===== src/rtl/mult_accumulator.sv =====
// mult_accumulator: control and accumulate stage of a sequential shift-add multiplier.
// Revision 1.0 - initial release.
`default_nettype none

module mult_accumulator #(
  parameter int DW = 8
) (
  input  logic              i_clk,
  input  logic              i_rst,
  input  logic              i_start,
  input  logic [DW-1:0]     i_multiplicand,
  input  logic              i_lsb,
  output logic              o_load,
  output logic              o_busy,
  output logic              o_done,
  output logic [2*DW-1:0]   o_product
);

  localparam int CW = $clog2(DW + 1);
  localparam logic [CW-1:0] LAST_COUNT = CW'(DW - 1);

  typedef enum logic [1:0] {
    IDLE = 2'd0,
    LOAD = 2'd1,
    RUN  = 2'd2,
    DONE = 2'd3
  } state_t;

  state_t            state;
  state_t            state_next;
  logic [CW-1:0]     count;
  logic [2*DW-1:0]   acc;
  logic [2*DW-1:0]   mcand;
  logic [2*DW-1:0]   acc_sum;
  logic              last_bit;

  // Sum including this cycle's partial product, so the final add lands in o_product.
  assign acc_sum  = acc + (i_lsb ? mcand : '0);
  assign last_bit = (count == LAST_COUNT);

  always_ff @(posedge i_clk or negedge i_rst) begin
    if (!i_rst) begin
      state <= IDLE;
    end else begin
      state <= state_next;
    end
  end

  always_comb begin
    state_next = state;
    o_load     = 1'b0;
    o_busy     = 1'b0;
    o_done     = 1'b0;
    case (state)
      IDLE: begin
        if (i_start) state_next = LOAD;
      end
      LOAD: begin
        o_load     = 1'b1;
        o_busy     = 1'b1;
        state_next = RUN;
      end
      RUN: begin
        o_busy = 1'b1;
        if (last_bit) state_next = DONE;
      end
      DONE: begin
        o_done     = 1'b1;
        state_next = IDLE;
      end
      default: state_next = IDLE;
    endcase
  end

  always_ff @(posedge i_clk or negedge i_rst) begin
    if (!i_rst) begin
      count     <= '0;
      acc       <= '0;
      mcand     <= '0;
      o_product <= '0;
    end else begin
      case (state)
        LOAD: begin
          mcand <= {{DW{1'b0}}, i_multiplicand};
          acc   <= '0;
          count <= '0;
        end
        RUN: begin
          acc   <= acc_sum;
          mcand <= mcand << 1;
          count <= count + 1'b1;
          if (last_bit) o_product <= acc_sum;
        end
        default: ;
      endcase
    end
  end

endmodule

`default_nettype wire


===== config.mk =====
export PLATFORM = sky130hd
export DESIGN_NAME = mult_accumulator
export DESIGN_NICKNAME = d
export VERILOG_FILES = /design/src/rtl/mult_accumulator.sv
export SDC_FILE = /design/constraint.sdc
export NUM_CORES = 1
export LEC_CHECK = 0
export BUFFER_PORTS_ARGS = -buffer_cell sky130_fd_sc_hd__buf_4
export CAP_MARGIN = 20
export CORE_ASPECT_RATIO = 0.8
export CORE_MARGIN = 1.5
export CORE_UTILIZATION = 60
export CTS_CLUSTER_DIAMETER = 200
export DETAILED_ROUTE_END_ITERATION = 8
export GPL_TIMING_DRIVEN = 0
export PLACE_DENSITY = 0.92
export SLEW_MARGIN = 0
export SYNTH_ARGS = -nofsm -noshare
export SYNTH_HDL_FRONTEND = slang
export SYNTH_SLANG_ARGS = --single-unit

===== constraint.sdc =====
create_clock -name i_clk -period 4.4 [get_ports i_clk]
set_input_delay 0.22 -clock i_clk [delete_from_list [all_inputs] [get_ports i_clk]]
set_output_delay 0.22 -clock i_clk [all_outputs]
set_load 0.02 [all_outputs]

-- Word level (Yosys, flattened, before mapping)
Cells that the tools add are included.
- register bits after elaboration: 54
- $add $sub $neg: 2
- equality and inequality tests: 6
- muxes and demuxes: 10
- reduce and logical (&&, ||, !) cells: 5
- operators with widths (cell ; count):
    one-hot mux 16 bit (2 select lines) ; 2
    adder 16 bit ; 1
    2-to-1 mux 16 bit ; 1
    one-hot mux 2 bit (4 select lines) ; 1
    one-hot mux 4 bit (2 select lines) ; 1
    adder 4 x 1 -> 4 bit, second input constant ; 1
    == test 2 bit, second input constant ; 2
    == test 4 x 3 -> 1 bit, second input constant ; 1
    2-to-1 mux 2 bit ; 2
    != test 2 bit, second input constant ; 2
    AND reduction 2 bit ; 2
    2-to-1 mux 1 bit ; 3
    == test 2 x 1 -> 1 bit, second input constant ; 1
    logical NOT 2 bit ; 1
    nonzero test 2 bit ; 1
    OR reduction 2 bit ; 1

-- Longest topological paths before layout
Gate-level depths: netlist of run 1.
- depth after elaboration: 3
- depth in mapped cells: 10
- mapped depth without buffers: 9

-- Worst setup path before layout of run 1
Ideal clock, no wire load.
- kind: register to register
- start: register mcand[0]
- end: register acc[12]
- setup time: 0.132 ns
- arrival: 2.369 ns
- data required time: 4.268 ns
- slack: 1.900 ns
- cell stages (with the launch flop): 10
- buffers on the path: 0
- path through: dfrtp_1 -> and2_1 -> ha_1 -> fa_1 -> a21o_1 -> a311o_1 -> a221o_1 -> a21oi_2 -> xor2_1 -> o2bb2ai_1
- longest elaborated chain between the ends: 3
- RTL lines (element ; line ; text):
    from (decl) ; 33 ; logic [2*DW-1:0] mcand;
    from (signal assigned) ; 84 ; mcand <= {{DW{1'b0}}, i_multiplicand};
    from (signal assigned) ; 90 ; mcand <= mcand << 1;
    2-to-1 mux 16 bit ; 38 ; assign acc_sum = acc + (i_lsb ? mcand : '0);
    adder 16 bit ; 38 ;
    one-hot mux 16 bit (2 select lines) ; 82 ; case (state)
    to (signal assigned) ; 89 ; acc <= acc_sum;
    to (decl) ; 32 ; logic [2*DW-1:0] acc;
Every way passes these cells.
A chain may end at the register's enable or synchronous reset.

-- Final worst setup path of run 1
Same ends and word-level chain as after synthesis.

==> results.toml, run 1 <==
[status]
status = "complete, no violations"

[drt]
via_per_inst = 5.951
final_antenna_net_count = 0
drtPass1Iterations = 4
remaining_drc_errors = 0
wire_per_inst_um = 16.05
vias = 2422
drt-initial-drc-count = 186
wirelength_um = 6532

[timing]
final.setup.tns_ns = 0
max_freq_ghz = 0.3645
slew_headroom_pct = 54.80
post-route-period-util_pct = 62.35
setup_viol = 0
fin_skew_ns = 0.009294
min_period_ns = 2.743
worst_slack_ns = 1.657
worst_pin_slew_ns = 0.6780
slew_viol_final = 0
finalHoldViolCount = 0
rsz0062_at_grt = "false"

[synthesis]
synth_area_leaders = "dfrtp_1, ha_1, o21ai_0, nand2_1, o2bb2ai_1"
yosysMostFrequentCell = "dfrtp_1"
yosysUniqueCellTypes = 50
seq_area_frac_synth_pct = 45.23
syn_nets = 341
synth_common_cells = "dfrtp_1, nand2_1, o21ai_0"
async_flop_share_pct = 100.0
syn_inst = 308
yosysWarningCount = 0
synth_edf_count = 0
synth.avg_cell_area_um2 = 9.701
synth_top_area_share_pct = 45.23
syn_area_mm2 = 0.002988
ys_ff_latch = 54
synth.largest_area_cell = "dfrtp_1"
ys.flop_type = "dfrtp_1"

[global_routing]
grt-ovfl-total = 0
track_usage_pct = 27.63
grt_max_degree = 55
grt_pass1_vias = 2306
grt_pass1_wl_um = 11210
antenna_found_initial = 0

[layout]
layout.nets = 379
antenna_cells = 0
drive_above_1_share_pct = 13.83
area_growth_syn_to_layout_pct = 14.20

[pwr]
cell_internal_pwr_mw = 1.021
p_clk_share_pct = 19.3
irDropWorstVdd_v = 0.0006430
power_mw = 1.765
seq_power_share_pct = 37.1
p_leak_nw = 1.547
swShare_pct = 42.18
p_per_area_mw_per_mm2 = 517.3
switching_power_uw = 744.6
power_frac_comb_pct = 43.6

[place]
gp_congestion = 0.8606
portBuffers = 30
dp_hpwl_um = 4805
pre_cts_slack_ns = 1.509

[worst_setup_path]
timing.rr.start = "mcand[0]$_DFFE_PN0P_"
endpoint_kind = "flop"
critPathLaunchType = "flop"
crit_required_ns = 4.59
critPathKind = "reg -> reg"
rr_endpoint = "acc[12]$_DFFE_PN0P_"
reg2reg_slack_ns = 1.66
worstSetupStartpoint = "mcand[0]$_DFFE_PN0P_"
cp_slowest_cell = "fa_1"
critPathBufInv = 0
path_cells = "and2_1 -> ha_1 -> fa_1 -> a21o_1 -> a311o_1 -> a221o_1 -> a21oi_2 -> xor2_1 -> o2bb2ai_1"
arrival_ns = 2.93
reg2reg_depth = 9
crit_family = "compound AO/OA/AOI/OAI gates"
cp_max_fo = 3
max_stage_delay_ns = 0.42

[cts]
clk_latency_ns = 0.32
cts_root_buffer = "clkbuf_8"
cts_max_path_buffers = 2
htree_levels = 2
cts_setup_buffers = 0
clk_pin_slew_ns = 0.10
clock-sinks = 54
cts_buffers = 5
cts_tree = "yes"

[die]
coreArea_mm2 = 0.004679
fp.dieH_um = 66.12
dieArea_mm2 = 0.005414
io_pins = 31
rows = 22
initial_core_util_pct = 63.85
die_w_um = 81.90

[hold_path]
hp-start = "i_multiplicand[0]"
min_path_type = "in -> reg"
min_to = "mcand[0]$_DFFE_PN0P_"
hold_depth = 2

[job]
max-cap-violations = 0
[power groups by stage]
stage	clock (mW)	combinational (mW)	sequential, mW
2_1_floorplan	0	0.556	0.646
3_3_place_gp	0	0.734	0.659
3_5_place_dp	0	0.769	0.663
4_1_cts	0.343	0.773	0.653
5_1_grt	0.368	0.862	0.665
6_report	0.341	0.770	0.654
[flip-flops by register name (all words and copies together) (netlist names)]
signal / cells
acc: 16
mcand: 16
o_product: 16
count: 4
state: 2
[what timing repair did]
item	CTS	global route
gates resized for setup	0	0
hold buffers	1	0
endpoints found under the hold margin	54	0
setup endpoints to repair	0	0
[routing by layer]
metal | track usage, % | wire, um | vias to the layer above
met5 | 0 | 0 | -
met4 | 6.992 | 75 | 0
met3 | 4.414 | 334 | 9
met2 | 44.06 | 3104 | 72
met1 | 39.25 | 3018 | 1170
li1 | - | - | 1171
[metrics by stage]
step	instances	utilization, %	cell area [um^2]	hold WS [ns]
final	407	72.91	3412	0.1399
after CTS	407	72.91	3412	0.1380
after global placement	398	70.27	3288	0.3004
after detailed placement	398	70.27	3288	0.2953
after global routing	407	72.91	3412	0.1397
after floorplan	308	-	2988	-0.07559
[cell usage in the layout, fill, tap and decap left out, types with 2 or more instances in the layout]
master and n:
inv_1 18, clkbuf_8 5, nand3b_1 2, nor2b_1 5
xnor2_1 8, o21ai_0 27, o31ai_1 2, and2_1 15
clkinvlp_4 2, a21oi_1 19, nand2_1 29, buf_1 3
nor2_1 12, mux2_2 2, nand4_1 3, mux2i_1 9
ha_1 20, o2bb2ai_1 11, dfrtp_1 54, clkbuf_1 12
a21o_1 3, xor2_1 5, buf_4 30, nand3_1 16
o21ai_1 4, a31o_2 2
[worst max path at each step]
stage	end	slack (ns)	cells after the start
2_1_floorplan	acc[12]$_DFFE_PN0P_	1.90	9
3_3_place_gp	acc[12]$_DFFE_PN0P_	1.54	11
3_5_place_dp	acc[12]$_DFFE_PN0P_	1.51	11
4_1_cts	acc[12]$_DFFE_PN0P_	1.66	9
5_1_grt	acc[12]$_DFFE_PN0P_	1.52	9
6_report	acc[12]$_DFFE_PN0P_	1.66	9
[final cells by class]
type	instances	area, um^2
multi-input combinational	220	1508
fill	332	1267
buffer	16	61.31
inverter	18	67.56
sequential	54	1351
tap	60	75.07
timing repair buffer	31	235.2
clock inverter	3	45.04
clock buffer	5	68.82
[logic make-up after synthesis]
| family | Yosys count | share of synthesized area [%] |
|---|---|---|
| AOI/OAI and AO/OA | 86 | 19.18 |
| and+or+nand+nor | 89 | 14.66 |
| muxes | 11 | 3.769 |
| adders and majority gates | 21 | 9.045 |
| xor gates and xnor gates | 13 | 3.811 |
| buffers and inverters | 34 | 4.313 |
| DFF | 54 | 45.23 |
Note: power is estimated with default switching activity, not from simulation.
==> run 2: changes to the inputs <==
--- a/config.mk
+++ b/config.mk
@@ -5,15 +5,16 @@
 export SDC_FILE = /design/constraint.sdc
 export NUM_CORES = 1
 export LEC_CHECK = 0
+export ABC_AREA = 1
 export BUFFER_PORTS_ARGS = -buffer_cell sky130_fd_sc_hd__buf_4
 export CAP_MARGIN = 20
 export CORE_ASPECT_RATIO = 0.8
 export CORE_MARGIN = 1.5
-export CORE_UTILIZATION = 60
+export CORE_UTILIZATION = 53
 export CTS_CLUSTER_DIAMETER = 200
 export DETAILED_ROUTE_END_ITERATION = 8
 export GPL_TIMING_DRIVEN = 0
-export PLACE_DENSITY = 0.92
+export PLACE_DENSITY = 0.87
 export SLEW_MARGIN = 0
 export SYNTH_ARGS = -nofsm -noshare
 export SYNTH_HDL_FRONTEND = slang
==> constraint.sdc (replaced) <==
create_clock -name i_clk -period 2.3 [get_ports i_clk]
set_input_delay 0.115 -clock i_clk [delete_from_list [all_inputs] [get_ports i_clk]]
set_output_delay 0.115 -clock i_clk [all_outputs]
set_load 0.02 [all_outputs]
==> run 2 against run 1 <==
Power rose by 130%. Global-route usage fell by 3.1 points. Cell area rose by 5.4%. Clock-buffer cell count rose by 2. Area after synthesis rose by 6.0%. Setup slack got worse by 1.3 ns. Clock skew rose by 0.0024 ns. Largest cell class unchanged.
==> results.toml, run 2 <==
[timing]
setup_viol = 0
final.setup.tns_ns = 0
rsz0062_at_grt = "false"
fin_skew_ns = 0.01170
slew_headroom_pct = 54.46
worst_pin_slew_ns = 0.6831
slew_viol_final = 0
post-route-period-util_pct = 84.14
hold_ws_ns = 0.009398
max_freq_ghz = 0.5168
finalHoldViolCount = 0
min_period_ns = 1.935

[pwr]
cell_internal_pwr_mw = 2.226
irDropWorstVdd_v = 0.001055
p_leak_nw = 2.120
swShare_pct = 44.36
power_mw = 4.000
power_frac_comb_pct = 48.4
p_per_area_mw_per_mm2 = 1112
seq_power_share_pct = 36.9
switching_power_mw = 1.775
p_clk_share_pct = 14.6

[worst_setup_path]
path_cells = "nand2_1 -> inv_1 -> ha_1 -> fa_1 -> nand2_1 -> nand2_1 -> nand3b_1 -> nand2_1 -> nand2_1 -> nand3_1 -> nand3_1 -> nand2_1"
path_common_cell = "nand2_1"
arrival_ns = 2.14
crit_required_ns = 2.50
endpoint_kind = "flop"
critPathKind = "reg -> reg"
cp_slowest_cell = "fa_1"
critPathLaunchType = "flop"
max_stage_delay_ns = 0.41
cp_max_fo = 4
reg2reg_depth = 12

[drt]
wirelength_um = 7040
vias = 2869
wire_per_inst_um = 12.80
remaining_drc_errors = 0
drtPass1Iterations = 5
drt-initial-drc-count = 284
via_per_inst = 5.216
final_antenna_net_count = 0

[synthesis]
yosysWarningCount = 0
synth_common_cells = "nand2_1, inv_1, dfrtp_1"
synth.largest_area_cell = "dfrtp_1"
ys_ff_latch = 54
synth_top_area_share_pct = 42.67
synth_edf_count = 0
syn_inst = 434
seq_area_frac_synth_pct = 42.67
ys.flop_type = "dfrtp_1"
yosysMostFrequentCell = "nand2_1"
syn_area_mm2 = 0.003167
yosysUniqueCellTypes = 29
async_flop_share_pct = 100.0
synth_area_leaders = "dfrtp_1, nand2_1, inv_1, ha_1, nand3_1"
synth.avg_cell_area_um2 = 7.297
syn_nets = 467

[layout]
mostFrequentLayoutCells = "nand2_1, inv_1, dfrtp_1"
antenna_cells = 0
area_growth_syn_to_layout_pct = 13.59
finalInstanceArea_mm2 = 0.003597
layout.nets = 504
finalNonFillerCells = 550
drive_above_1_share_pct = 10.59
seqCellArea_mm2 = 0.001351
nFillCells = 472
multi_input_area_mm2 = 0.001506
layout_commonest_cell = "nand2_1"
top_regs = "acc (16), mcand (16), o_product (16)"

[die]
rows = 24
io_pins = 31
dieArea_mm2 = 0.006451
initial_core_util_pct = 56.39
die_w_um = 89.42
coreArea_mm2 = 0.005615
fp.dieH_um = 72.14

[cts]
clk_pin_slew_ns = 0.09
cts_max_path_buffers = 2
cts_buffers = 5
cts_tree = "yes"
clock-sinks = 54
cts_resized = 0
cts_root_buffer = "clkbuf_8"
htree_levels = 2
clk_latency_ns = 0.31

[place]
dp_hpwl_um = 5307
portBuffers = 29
dp.cells = 541
place_area_mm2 = 0.003482
gp_congestion = 0.8702

[global_routing]
track_usage_pct = 24.52
grt-ovfl-total = 0
grt_pass1_wl_um = 12250
grt_max_degree = 55
antenna_found_initial = 0
grt_pass1_vias = 2793

[status]
status = "complete, no violations"

[hold_path]
hold_depth = 3
min_path_type = "in -> reg"

[job]
max-cap-violations = 0
[run 2: cell count changes in the layout (fill, tap and decap cells not counted), moves of 11 or more]
cell	previous run	this run
nand2_1	29	176
and2_1	15	0
nand3_1	16	33
o21ai_0	27	13
inv_1	18	67
o2bb2ai_1	11	0
[run 2: what timing repair did]
action                                 CTS  global route
hold buffers                             1             0
buffers inserted                         0             0
endpoints found under the hold margin   54             0
[run 2: final timing paths]
path	start	to	slack, ns
max	mcand[0]$_DFFE_PN0P_	acc[14]$_DFFE_PN0P_	0.36
min	i_multiplicand[0]	mcand[0]$_DFFE_PN0P_	0.009
max reg2reg	mcand[0]$_DFFE_PN0P_	acc[14]$_DFFE_PN0P_	0.36
min reg2reg	o_product[14]$_DFFE_PN0P_	o_product[14]$_DFFE_PN0P_	0.48
max in group asynchronous	i_rst	o_product[9]$_DFFE_PN0P_	1.46
min in group asynchronous	i_rst	o_product[4]$_DFFE_PN0P_	0.35
[run 2: worst max-delay path, delay by kind of cell (launching register included)]
family,cells,cell delay [ns]
simple gates,9,0.78
fa+ha+maj,2,0.61
flops,1,0.39
buf+inv,1,0.05
[run 2: routing by layer]
metal	vias to the layer above	global-route usage, %	share of wire [%]
met2	114	39.93	45
met1	1318	32.92	47
met4	0	8.034	1.6
met5	-	0	0
li1	1422	-	-
met3	15	4.892	6.1
[run 2: area by class of cell]
class,count,area share [%]
flip-flops and latches,54,37.57
multi-input cells,300,41.88
repair buffers,30,6.330
clock inverters,1,0.2435
clock buffers,7,2.678
inverters,69,7.200
well taps,78,2.713
plain buffers,11,1.391
[run 2: power by group through the flow]
stage	sequential, mW	clock (mW)	combinational, mW
3_5_place_dp	1.49	0	1.91
3_3_place_gp	1.47	0	1.83
2_1_floorplan	1.58	0	1.17
5_1_grt	1.52	0.636	2.16
4_1_cts	1.48	0.596	1.92
6_report	1.48	0.586	1.94
[run 2: logic make-up (layout without fill, tap and decap cells)]
| logic type | Yosys count | after routing | synth area share [%] |
|---|---|---|---|
| AND/OR/NAND/NOR | 240 | 240 | 31.61 |
| buffers and inverters | 80 | 118 | 9.759 |
| adder cells (fa/ha/maj) | 21 | 21 | 8.534 |
| flip-flops | 54 | 54 | 42.67 |
| XOR/XNOR | 5 | 5 | 1.383 |
| AO/OA/AOI/OAI | 34 | 34 | 6.045 |
[run 2: stage by stage]
step                utilization (%)  setup WS, ns
floorplan                         -        0.4479
CTS                           64.06        0.3729
finish                        64.06        0.3649
detailed placement            62.01        0.1976
global route                  64.06        0.1545
global placement              62.01        0.2276
==> run 3: changes to the inputs <==
--- a/config.mk
+++ b/config.mk
@@ -10,11 +10,11 @@
 export CAP_MARGIN = 20
 export CORE_ASPECT_RATIO = 0.8
 export CORE_MARGIN = 1.5
-export CORE_UTILIZATION = 53
+export CORE_UTILIZATION = 59
 export CTS_CLUSTER_DIAMETER = 200
 export DETAILED_ROUTE_END_ITERATION = 8
 export GPL_TIMING_DRIVEN = 0
-export PLACE_DENSITY = 0.87
+export PLACE_DENSITY = 0.91
 export SLEW_MARGIN = 0
 export SYNTH_ARGS = -nofsm -noshare
 export SYNTH_HDL_FRONTEND = slang
==> constraint.sdc (replaced) <==
create_clock -name i_clk -period 2 [get_ports i_clk]
set_input_delay 0.1 -clock i_clk [delete_from_list [all_inputs] [get_ports i_clk]]
set_output_delay 0.1 -clock i_clk [all_outputs]
set_load 0.02 [all_outputs]
==> run 3 against run 2 <==
The run now ends with design-rule violations, negative hold slack left. Cell area shrank 0.45%. Die area shrank 9.8%. Wire length shrank 1.3%. Register-to-register slack lost 0.23 ns. Power grew 13%. Critical path depth shrank 1. Largest cell class unchanged.
==> results.toml, run 3 (same netlist as run 2, synthesis figures left out) <==
[layout]
area_growth_syn_to_layout_pct = 13.08
fin_util_pct = 70.30
top_regs = "acc (16), mcand (16), o_product (16)"
drive_above_1_share_pct = 11.02
layout.nets = 505
nFillCells = 411
antenna_cells = 0
mostFrequentLayoutCells = "nand2_1, inv_1, dfrtp_1"
layout_commonest_cell = "nand2_1"
finalInstanceArea_mm2 = 0.003581

[worst_setup_path]
timing.rr.start = "mcand[0]$_DFFE_PN0P_"
critPathLaunchType = "flop"
endpoint_kind = "flop"
arrival_ns = 2.08
worstSetupStartpoint = "mcand[0]$_DFFE_PN0P_"
crit_required_ns = 2.21
reg2reg_depth = 11
cp_max_fo = 4
critPathKind = "reg -> reg"

[status]
violations = "design-rule violations, negative hold slack"
status = "finished with violations"

[cts]
clock-sinks = 54
cts_tree = "yes"
cts_setup_buffers = 0
cts_buffers = 5
htree_levels = 2
clk_latency_ns = 0.31
clk_pin_slew_ns = 0.10
cts_max_path_buffers = 2
cts_root_buffer = "clkbuf_8"

[timing]
worst_pin_slew_ns = 0.6731
max_freq_ghz = 0.5354
post-route-period-util_pct = 93.40
final.setup.tns_ns = 0
slew_viol_final = 0
hold_ws_ns = -0.007613
finalHoldViolCount = 1
setup_viol = 0
slew_headroom_pct = 55.12
fin_skew_ns = 0.007177
rsz0062_at_grt = "false"
min_period_ns = 1.868

[global_routing]
track_usage_pct = 25.93
grt_pass1_vias = 2683
grt_max_degree = 55
grt-ovfl-total = 0
antenna_found_initial = 0
grt_pass1_wl_um = 11660

[hold_path]
min_path_type = "in -> reg"
hold_depth = 3
hp-start = "i_multiplicand[0]"

[place]
portBuffers = 29
dp_hpwl_um = 5255
gp_congestion = 0.9199
place_area_mm2 = 0.003462

[job]
max-cap-violations = 0

[die]
fp.dieH_um = 68.53
rows = 23
coreArea_mm2 = 0.005094
io_pins = 31
dieArea_mm2 = 0.005819
die_w_um = 84.91
initial_core_util_pct = 62.17

[drt]
wirelength_um = 6946
drt-initial-drc-count = 168
wire_per_inst_um = 13.01
wl_met1_um = 3226
final_antenna_net_count = 0
wl_met3_um = 450
remaining_drc_errors = 4
dr_wl_met2_um = 3121
vias = 2816
via_per_inst = 5.273
drtPass1Iterations = 9
highest_layer = "met4"

[pwr]
p_leak_nw = 2.105
p_per_area_mw_per_mm2 = 1266
irDropWorstVdd_v = 0.0009848
[run 3: layout make-up]
type	instances	area (um^2)	area share (%)
well taps	62	77.57	2.166
flip-flops and latches	54	1351	37.74
plain buffers	11	51.30	1.433
clock buffers	6	72.57	2.027
clock inverters	1	7.507	0.2096
repair buffers	31	237.7	6.639
multi-input cells	300	1524	42.56
inverters	69	259.0	7.233
[run 3: timing repair]
action | 4_1_cts | 5_1_grt
hold endpoints to repair | 55 | 0
hold buffers | 2 | 0
endpoints found under the setup margin | 0 | 15
resized for setup | 0 | 5
[run 3: routing by layer]
metal  track usage, %  up-vias
met1            33.51     1291
met2            44.00       86
li1                 -     1419
met4            10.04        0
met5                0        -
met3            5.238       20
[run 3: worst max-delay path, cell delays in order, from the launching register on]
cell	delay, ns
dfrtp_1	0.39
nand2_1	0.09
inv_1	0.05
ha_1	0.20
fa_2	0.35
nand2_1	0.08
nand2_1	0.08
nand3b_1	0.10
nand2_2	0.08
or2_1	0.23
nand3_1	0.08
nand2_1	0.05
[run 3: power by group]
part           total, mW  internal, mW  switching [mW]
clock network      0.593         0.241           0.352
registers           1.70          1.45           0.248
logic               2.24         0.807            1.43
total               4.53          2.50            2.03
[run 3: worst paths after layout]
path                                             end  slack [ns]
setup reg to reg            o_product[6]$_DFFE_PN0P_        0.13
min in group asynchronous   o_product[6]$_DFFE_PN0P_        0.35
max in group asynchronous         acc[7]$_DFFE_PN0P_        1.18
hold reg to reg            o_product[11]$_DFFE_PN0P_        0.49
setup / recovery            o_product[6]$_DFFE_PN0P_        0.13
hold / removal                  mcand[0]$_DFFE_PN0P_      -0.008
[run 3: per-stage QoR]
step | cells | setup slack (ns) | total power, mW
final | 534 | 0.1321 | 4.534
after global routing | 534 | 0.02786 | 4.866
after detailed placement | 525 | -0.1287 | 3.909
after CTS | 534 | 0.06850 | 4.504
after floorplan | 434 | 0.1629 | 3.163
after global placement | 525 | -0.06747 | 3.785
